[config.mk]
export PLATFORM = sky130hd
export DESIGN_NAME = ahb_slv_if
export DESIGN_NICKNAME = d
export VERILOG_FILES = /design/src/rtl/ahb_slv_if.sv
export SDC_FILE = /design/constraint.sdc
export NUM_CORES = 1
export LEC_CHECK = 0
export CAP_MARGIN = 20
export CORE_ASPECT_RATIO = 1.25
export CORE_MARGIN = 2
export CORE_UTILIZATION = 27
export CTS_CLUSTER_SIZE = 10
export DETAILED_ROUTE_END_ITERATION = 6
export PLACE_DENSITY_LB_ADDON = 0.05
export SLEW_MARGIN = 40
export SYNTH_ARGS = -nofsm -noshare
export SYNTH_HDL_FRONTEND = slang
export SYNTH_SLANG_ARGS = --single-unit
[constraint.sdc]
create_clock -name CLK -period 2.1 [get_ports CLK]
set_clock_uncertainty 0.15 [all_clocks]
set_input_delay 0.315 -clock CLK [delete_from_list [all_inputs] [get_ports CLK]]
set_output_delay 0.315 -clock CLK [all_outputs]
set_load 0.02 [all_outputs]
[src/rtl/ahb_slv_if.sv]
// ---------------------------------------------------------------------------
// ahb_slv_if
//
// AHB slave-side front end. Each accepted AHB beat (address phase followed by
// data phase) becomes one request/acknowledge transaction on a simple local
// bus that feeds a register file or SRAM. Wait states are taken directly from
// the local acknowledge. Illegal accesses and local errors produce the
// two-cycle AHB ERROR response.
//
// Parameters
//   ADDR_WIDTH  local byte-address width. A transfer with any of
//               HADDR[31:ADDR_WIDTH] set is illegal.
//
// Ports
//   CLK, RST_N          clock (rising edge); synchronous active-low reset
//   HSEL .. HREADY      AHB slave inputs (address phase and write data)
//   HREADYOUT, HRESP,   AHB slave response
//   HRDATA
//   LocReq .. LocWData  local request; held until LocAck
//   LocAck, LocErr,     local completion, error (qualified by LocAck) and
//   LocRData            read data (valid with LocAck)
// ---------------------------------------------------------------------------
module ahb_slv_if #(
    parameter int ADDR_WIDTH = 12
) (
    input  logic                  CLK,
    input  logic                  RST_N,
    input  logic                  HSEL,
    input  logic [31:0]           HADDR,
    input  logic [1:0]            HTRANS,
    input  logic                  HWRITE,
    input  logic [2:0]            HSIZE,
    input  logic [2:0]            HBURST,
    input  logic [31:0]           HWDATA,
    input  logic                  HREADY,
    output logic                  HREADYOUT,
    output logic [1:0]            HRESP,
    output logic [31:0]           HRDATA,
    output logic                  LocReq,
    output logic                  LocWrite,
    output logic [ADDR_WIDTH-1:0] LocAddr,
    output logic [2:0]            LocSize,
    output logic [3:0]            LocByteEn,
    output logic [31:0]           LocWData,
    input  logic                  LocAck,
    input  logic                  LocErr,
    input  logic [31:0]           LocRData
);

    localparam logic [1:0] RESP_OKAY  = 2'b00;
    localparam logic [1:0] RESP_ERROR = 2'b01;

    typedef enum logic [1:0] {
        ST_IDLE,
        ST_DATA,
        ST_ERR1,
        ST_ERR2
    } state_t;

    state_t                state;
    state_t                state_next;
    logic [ADDR_WIDTH-1:0] addr_q;
    logic                  write_q;
    logic [2:0]            size_q;
    logic [3:0]            be_q;

    logic                  accept;
    logic                  illegal;
    logic                  load;
    logic [3:0]            be_new;
    logic                  unused_ok;

    // Bursts are handled beat by beat and BUSY is treated like IDLE, so the
    // burst type and HTRANS[0] carry no information for this block.
    assign unused_ok = ^{HTRANS[0], HBURST};

    // A beat is taken only when the previous data phase on the bus has
    // completed (HREADY) and the transfer is NONSEQ or SEQ.
    assign accept = HSEL & HREADY & HTRANS[1];

    always_comb begin
        illegal = 1'b0;
        if (HSIZE > 3'd2)                           illegal = 1'b1;
        if (HSIZE == 3'd1 && HADDR[0])              illegal = 1'b1;
        if (HSIZE == 3'd2 && HADDR[1:0] != 2'b00)   illegal = 1'b1;
        if (HADDR[31:ADDR_WIDTH] != '0)             illegal = 1'b1;
    end

    // Little-endian lane enables. Only evaluated for legal sizes, so the
    // default arm is the word case.
    always_comb begin
        case (HSIZE)
            3'd0:    be_new = 4'b0001 << HADDR[1:0];
            3'd1:    be_new = 4'b0011 << {HADDR[1], 1'b0};
            default: be_new = 4'b1111;
        endcase
    end

    // NOTE: sequential state uses non-blocking assignments so every register
    // samples the pre-edge value of every other, independent of block order.
    always_ff @(posedge CLK) begin
        // NOTE: the captured address-phase registers are few and drive
        // outputs, so they are reset along with the state rather than left
        // uninitialised.
        if (!RST_N) begin
            state   <= ST_IDLE;
            addr_q  <= '0;
            write_q <= 1'b0;
            size_q  <= '0;
            be_q    <= '0;
        end else begin
            state <= state_next;
            if (load) begin
                addr_q  <= HADDR[ADDR_WIDTH-1:0];
                write_q <= HWRITE;
                size_q  <= HSIZE;
                be_q    <= be_new;
            end
        end
    end

    always_comb begin
        // NOTE: every output of this block is given a default first so no
        // path through the case statement can infer a latch.
        state_next = state;
        load       = 1'b0;
        HREADYOUT  = 1'b1;
        HRESP      = RESP_OKAY;
        HRDATA     = '0;
        LocReq     = 1'b0;
        LocWrite   = 1'b0;
        LocAddr    = '0;
        LocSize    = '0;
        LocByteEn  = '0;
        LocWData   = '0;

        case (state)
            ST_IDLE, ST_ERR2: begin
                if (state == ST_ERR2) begin
                    HRESP = RESP_ERROR;
                end
                if (accept) begin
                    state_next = illegal ? ST_ERR1 : ST_DATA;
                    load       = ~illegal;
                end else begin
                    state_next = ST_IDLE;
                end
            end

            ST_DATA: begin
                LocReq    = 1'b1;
                LocWrite  = write_q;
                LocAddr   = addr_q;
                LocSize   = size_q;
                LocByteEn = be_q;
                LocWData  = HWDATA;
                HREADYOUT = LocAck & ~LocErr;
                HRDATA    = write_q ? '0 : LocRData;
                if (LocAck) begin
                    if (LocErr) begin
                        // The failing cycle itself is the first ERROR wait
                        // state's predecessor: ERR1 still drives HREADYOUT low.
                        state_next = ST_ERR1;
                    end else if (accept) begin
                        state_next = illegal ? ST_ERR1 : ST_DATA;
                        load       = ~illegal;
                    end else begin
                        state_next = ST_IDLE;
                    end
                end
            end

            ST_ERR1: begin
                HREADYOUT  = 1'b0;
                HRESP      = RESP_ERROR;
                state_next = ST_ERR2;
            end

            default: begin
                state_next = ST_IDLE;
            end
        endcase
    end

endmodule

==> impl_metrics.xml <==
<?xml version="1.0" encoding="UTF-8"?>
<metrics>
  <group name="drt">
    <metric name="tritonroute_pass_1_iters" unit="">3</metric>
    <metric name="wire_per_inst" unit="um">14.4</metric>
    <metric name="drt-initial-drc-count" unit="">51</metric>
    <metric name="vias" unit="">2265</metric>
    <metric name="antenna_left" unit="">0</metric>
    <metric name="routed_wirelength" unit="um">7590</metric>
    <metric name="detail_route.drc_violations" unit="">0</metric>
    <metric name="drt-vias-per-instance" unit="">4.31</metric>
  </group>
  <group name="finish">
    <metric name="filler_cell_count" unit="">574</metric>
    <metric name="utilization" unit="">0.630</metric>
    <metric name="final_layout_size_suffix_gt1_frac" unit="">0.290</metric>
    <metric name="final_design_area_no_fill" unit="mm^2">0.00386</metric>
    <metric name="layout.nets" unit="">557</metric>
    <metric name="area_growth_syn_to_fin" unit="%">127</metric>
    <metric name="multiInputGateArea" unit="mm^2">0.00123</metric>
    <metric name="layout.area.seq" unit="um^2">443</metric>
    <metric name="insertedDiodeCount" unit="">0</metric>
  </group>
  <group name="power_and_ir_drop">
    <metric name="cell_leakage_power" unit="uW">0.00171</metric>
    <metric name="peakVddDrop" unit="mV">0.391</metric>
    <metric name="power.density_cell_area" unit="mW/mm^2">282</metric>
  </group>
  <group name="logic_synthesis">
    <metric name="post_synthesis_register_bit_count" unit="">22</metric>
    <metric name="ys_types" unit="">29</metric>
    <metric name="yosysWarnings" unit="">0</metric>
    <metric name="netlist_instances" unit="">230</metric>
    <metric name="mappedNetlistNets" unit="">345</metric>
    <metric name="synth-seq-area-share" unit="">0.259</metric>
    <metric name="syn_avg_cell_area" unit="um^2">7.38</metric>
    <metric name="synth.cell_area" unit="mm^2">0.00170</metric>
  </group>
  <group name="status">
    <metric name="outcome" unit="">complete, no violations</metric>
  </group>
  <group name="floorplan">
    <metric name="fp.dieArea" unit="mm^2">0.00694</metric>
    <metric name="core_region_area" unit="mm^2">0.00613</metric>
    <metric name="chipWidth" unit="um">74.9</metric>
    <metric name="pin_count" unit="">199</metric>
    <metric name="effective_utilization_at_floorplan" unit="">0.277</metric>
    <metric name="die_h" unit="um">92.7</metric>
    <metric name="row_count" unit="">32</metric>
  </group>
  <group name="timing">
    <metric name="report.final.setup_viol" unit="">0</metric>
    <metric name="rsz0062_at_grt" unit="">true</metric>
    <metric name="final_cycle_utilization_of_the_critical_path" unit="">0.982</metric>
    <metric name="post-route-min-period" unit="ns">2.06</metric>
    <metric name="finalMaxSlewViolations" unit="">0</metric>
    <metric name="max_freq" unit="MHz">485</metric>
    <metric name="hold_viol_final" unit="">0</metric>
  </group>
  <group name="global_route">
    <metric name="gr-total-overflow" unit="">0</metric>
    <metric name="grt_pass1_wl" unit="um">11100</metric>
    <metric name="first_global_vias" unit="">2129</metric>
    <metric name="grt_usage" unit="">0.208</metric>
    <metric name="grt_max_degree" unit="">33</metric>
    <metric name="antenna_found_initial" unit="">0</metric>
  </group>
  <group name="clocking">
    <metric name="cts_htree_levels" unit="">1</metric>
    <metric name="cts_root_buffer" unit="">sky130_fd_sc_hd__clkbuf_8</metric>
    <metric name="cts-buffers-inserted" unit="">3</metric>
    <metric name="clkSlewWorstSetupHoldPaths" unit="ns">0.08</metric>
    <metric name="clockBufferDepth" unit="">2</metric>
    <metric name="clock_sink_count" unit="">22</metric>
    <metric name="cts_tree" unit="">yes</metric>
    <metric name="clock_latency_reported_for_the_late_side_of_the_worst_skew_pair" unit="ns">0.26</metric>
  </group>
  <group name="placement">
    <metric name="placed_area" unit="mm^2">0.00388</metric>
    <metric name="io_buffer_count" unit="">193</metric>
    <metric name="detailed_place_hpwl" unit="um">5910</metric>
    <metric name="finalWeightedCongestion" unit="">0.786</metric>
  </group>
  <group name="worst_setup_path">
    <metric name="worst_ep_required_time" unit="ns">2.14</metric>
    <metric name="crit_end_category" unit="">flip-flop</metric>
    <metric name="critPathLaunchType" unit="">flip-flop</metric>
    <metric name="worst-setup-path-type" unit="">reg -&gt; reg</metric>
    <metric name="worst-path-max-fanout" unit="">5</metric>
    <metric name="signal_arrival_time_at_the_worst_endpoint" unit="ns">2.10</metric>
  </group>
  <group name="run">
    <metric name="drv_cap" unit="">0</metric>
  </group>
  <group name="worst_hold_path">
    <metric name="min_path_type" unit="">reg -&gt; reg</metric>
  </group>
</metrics>
## where the power goes
group | internal [uW] | total [uW] | switching, uW
logic | 205 | 274 | 69.4
clock network | 254 | 395 | 141
registers | 417 | 418 | 0.455
## logic make-up (layout without fill, tap and decap cells)
logic type	Yosys count	after routing	synth area share
compound gates	15	15	0.0553
fa+ha+maj	4	4	0.0295
buf+inv	20	231	0.0553
flops	22	22	0.259
mux	19	19	0.112
other cells	1	1	0.00221
simple gates	149	149	0.486
## cells in the final DEF, fill, tap and decap left out, types with 2 or more instances in the layout
cell type,instances
sky130_fd_sc_hd__and2_1,84
sky130_fd_sc_hd__inv_1,2
sky130_fd_sc_hd__dfxtp_1,20
sky130_fd_sc_hd__clkdlybuf4s15_2,27
sky130_fd_sc_hd__nand2_1,41
sky130_fd_sc_hd__dlygate4sd2_1,7
sky130_fd_sc_hd__o31ai_1,2
sky130_fd_sc_hd__nand2b_1,2
sky130_fd_sc_hd__a21oi_1,2
sky130_fd_sc_hd__buf_2,42
sky130_fd_sc_hd__buf_12,4
sky130_fd_sc_hd__nor4_2,2
sky130_fd_sc_hd__o21ai_0,6
sky130_fd_sc_hd__dfxtp_2,2
sky130_fd_sc_hd__nor2b_1,2
sky130_fd_sc_hd__buf_6,2
sky130_fd_sc_hd__clkbuf_2,10
sky130_fd_sc_hd__buf_4,24
sky130_fd_sc_hd__clkbuf_8,3
sky130_fd_sc_hd__nor4_1,3
sky130_fd_sc_hd__nor2_1,6
sky130_fd_sc_hd__mux2i_1,18
sky130_fd_sc_hd__clkdlybuf4s50_1,106
sky130_fd_sc_hd__ha_4,2
sky130_fd_sc_hd__nand3_1,2
## path summary, 6_finish.rpt
check / cells past startpoint / start / endpoint / slack (ns)
setup / recovery: 9 / state[1]$_SDFFE_PN0P_ / be_q[0]$_SDFFE_PN0P_ / 0.04
hold / removal: 2 / size_q[2]$_SDFFE_PN0P_ / size_q[2]$_SDFFE_PN0P_ / 0.29
setup reg to reg: 9 / state[1]$_SDFFE_PN0P_ / be_q[0]$_SDFFE_PN0P_ / 0.04
hold reg to reg: 2 / size_q[2]$_SDFFE_PN0P_ / size_q[2]$_SDFFE_PN0P_ / 0.29
## area by class of cell
cell class	instances	area share
Timing Repair Buffer	223	0.517
Multi-Input combinational cell	188	0.318
Sequential cell	22	0.115
Tap cell	85	0.0275
Clock buffer	3	0.0107
Clock inverter	1	0.00778
Inverter	4	0.00454
## metrics by stage
stage	total power (uW)	worst slack, ns	hold slack (ns)	setup TNS [ns]	instances
after global placement	695	-0.154	0.263	-3.40	514
after global routing	1130	-0.0319	0.316	-0.0863	526
final	1090	0.0370	0.292	0	526
after floorplan	471	0.0557	0.255	0	230
after CTS	1090	-0.0318	0.279	-0.0318	525
after detailed placement	697	-0.187	0.267	-5.91	514
## metal layers
| metal | up-vias | global-route usage | share of wire | wire, um |
|---|---|---|---|---|
| met2 | 100 | 0.360 | 0.50 | 3810 |
| met4 | 0 | 0.0714 | 0.021 | 156 |
| li1 | 1159 | - | - | - |
| met1 | 996 | 0.230 | 0.37 | 2790 |
| met5 | - | 0 | 0 | 0 |
| met3 | 10 | 0.0696 | 0.11 | 836 |
## Yosys cell counts
cell type | number | area (um^2)
sky130_fd_sc_hd__a21boi_0 | 1 | 7.51
sky130_fd_sc_hd__clkbuf_1 | 13 | 48.8
sky130_fd_sc_hd__nand2b_1 | 2 | 12.5
sky130_fd_sc_hd__a31oi_1 | 1 | 6.26
sky130_fd_sc_hd__nand4_1 | 1 | 6.26
sky130_fd_sc_hd__buf_4 | 1 | 7.51
sky130_fd_sc_hd__o31ai_1 | 2 | 15.0
sky130_fd_sc_hd__ha_1 | 4 | 50.1
sky130_fd_sc_hd__nand3b_1 | 1 | 7.51
sky130_fd_sc_hd__o21ai_0 | 6 | 30.0
sky130_fd_sc_hd__buf_6 | 2 | 22.5
sky130_fd_sc_hd__dfxtp_1 | 22 | 440
sky130_fd_sc_hd__a21oi_1 | 2 | 10.0
sky130_fd_sc_hd__nor2b_1 | 3 | 18.8
sky130_fd_sc_hd__conb_1 | 1 | 3.75
sky130_fd_sc_hd__o311ai_1 | 1 | 8.76
sky130_fd_sc_hd__nor4b_2 | 1 | 15.0
sky130_fd_sc_hd__or2_2 | 1 | 6.26
sky130_fd_sc_hd__nand4bb_1 | 1 | 11.3
sky130_fd_sc_hd__a211o_1 | 1 | 8.76
sky130_fd_sc_hd__nand2_1 | 41 | 154
sky130_fd_sc_hd__mux2i_1 | 19 | 190
sky130_fd_sc_hd__a211oi_1 | 1 | 7.51
sky130_fd_sc_hd__nand3_1 | 2 | 10.0
sky130_fd_sc_hd__nor3_1 | 1 | 5.00
sky130_fd_sc_hd__nor2_1 | 6 | 22.5
sky130_fd_sc_hd__and2_1 | 84 | 526
sky130_fd_sc_hd__nor4_1 | 5 | 31.3
sky130_fd_sc_hd__inv_1 | 4 | 15.0
## what timing repair did
| action | in CTS | in global routing |
|---|---|---|
| cloned | 2 | 0 |
| pin swaps | 3 | 5 |
| hold endpoints to repair | 0 | 0 |
| hold buffers | 0 | 0 |
| buffers inserted | 5 | 2 |
| endpoints found under the setup margin | 105 | 93 |
| resized for setup | 251 | 54 |
## registers in the layout (all words and copies together), names as in the netlist
| name | cells |
|---|---|
| state | 2 |
| write_q | 1 |
| be_q | 4 |
| size_q | 3 |
| addr_q | 12 |
## worst max-delay path, stage by stage, from the launching register on
cell	delay (ns)
sky130_fd_sc_hd__dfxtp_2	0.33
sky130_fd_sc_hd__inv_2	0.07
sky130_fd_sc_hd__ha_4	0.13
sky130_fd_sc_hd__buf_6	0.09
sky130_fd_sc_hd__nand3b_1	0.10
sky130_fd_sc_hd__a211o_1	0.34
sky130_fd_sc_hd__nor4b_4	0.23
sky130_fd_sc_hd__buf_4	0.20
sky130_fd_sc_hd__buf_12	0.13
sky130_fd_sc_hd__mux2i_2	0.21
Note: power is estimated with default switching activity, not from simulation.
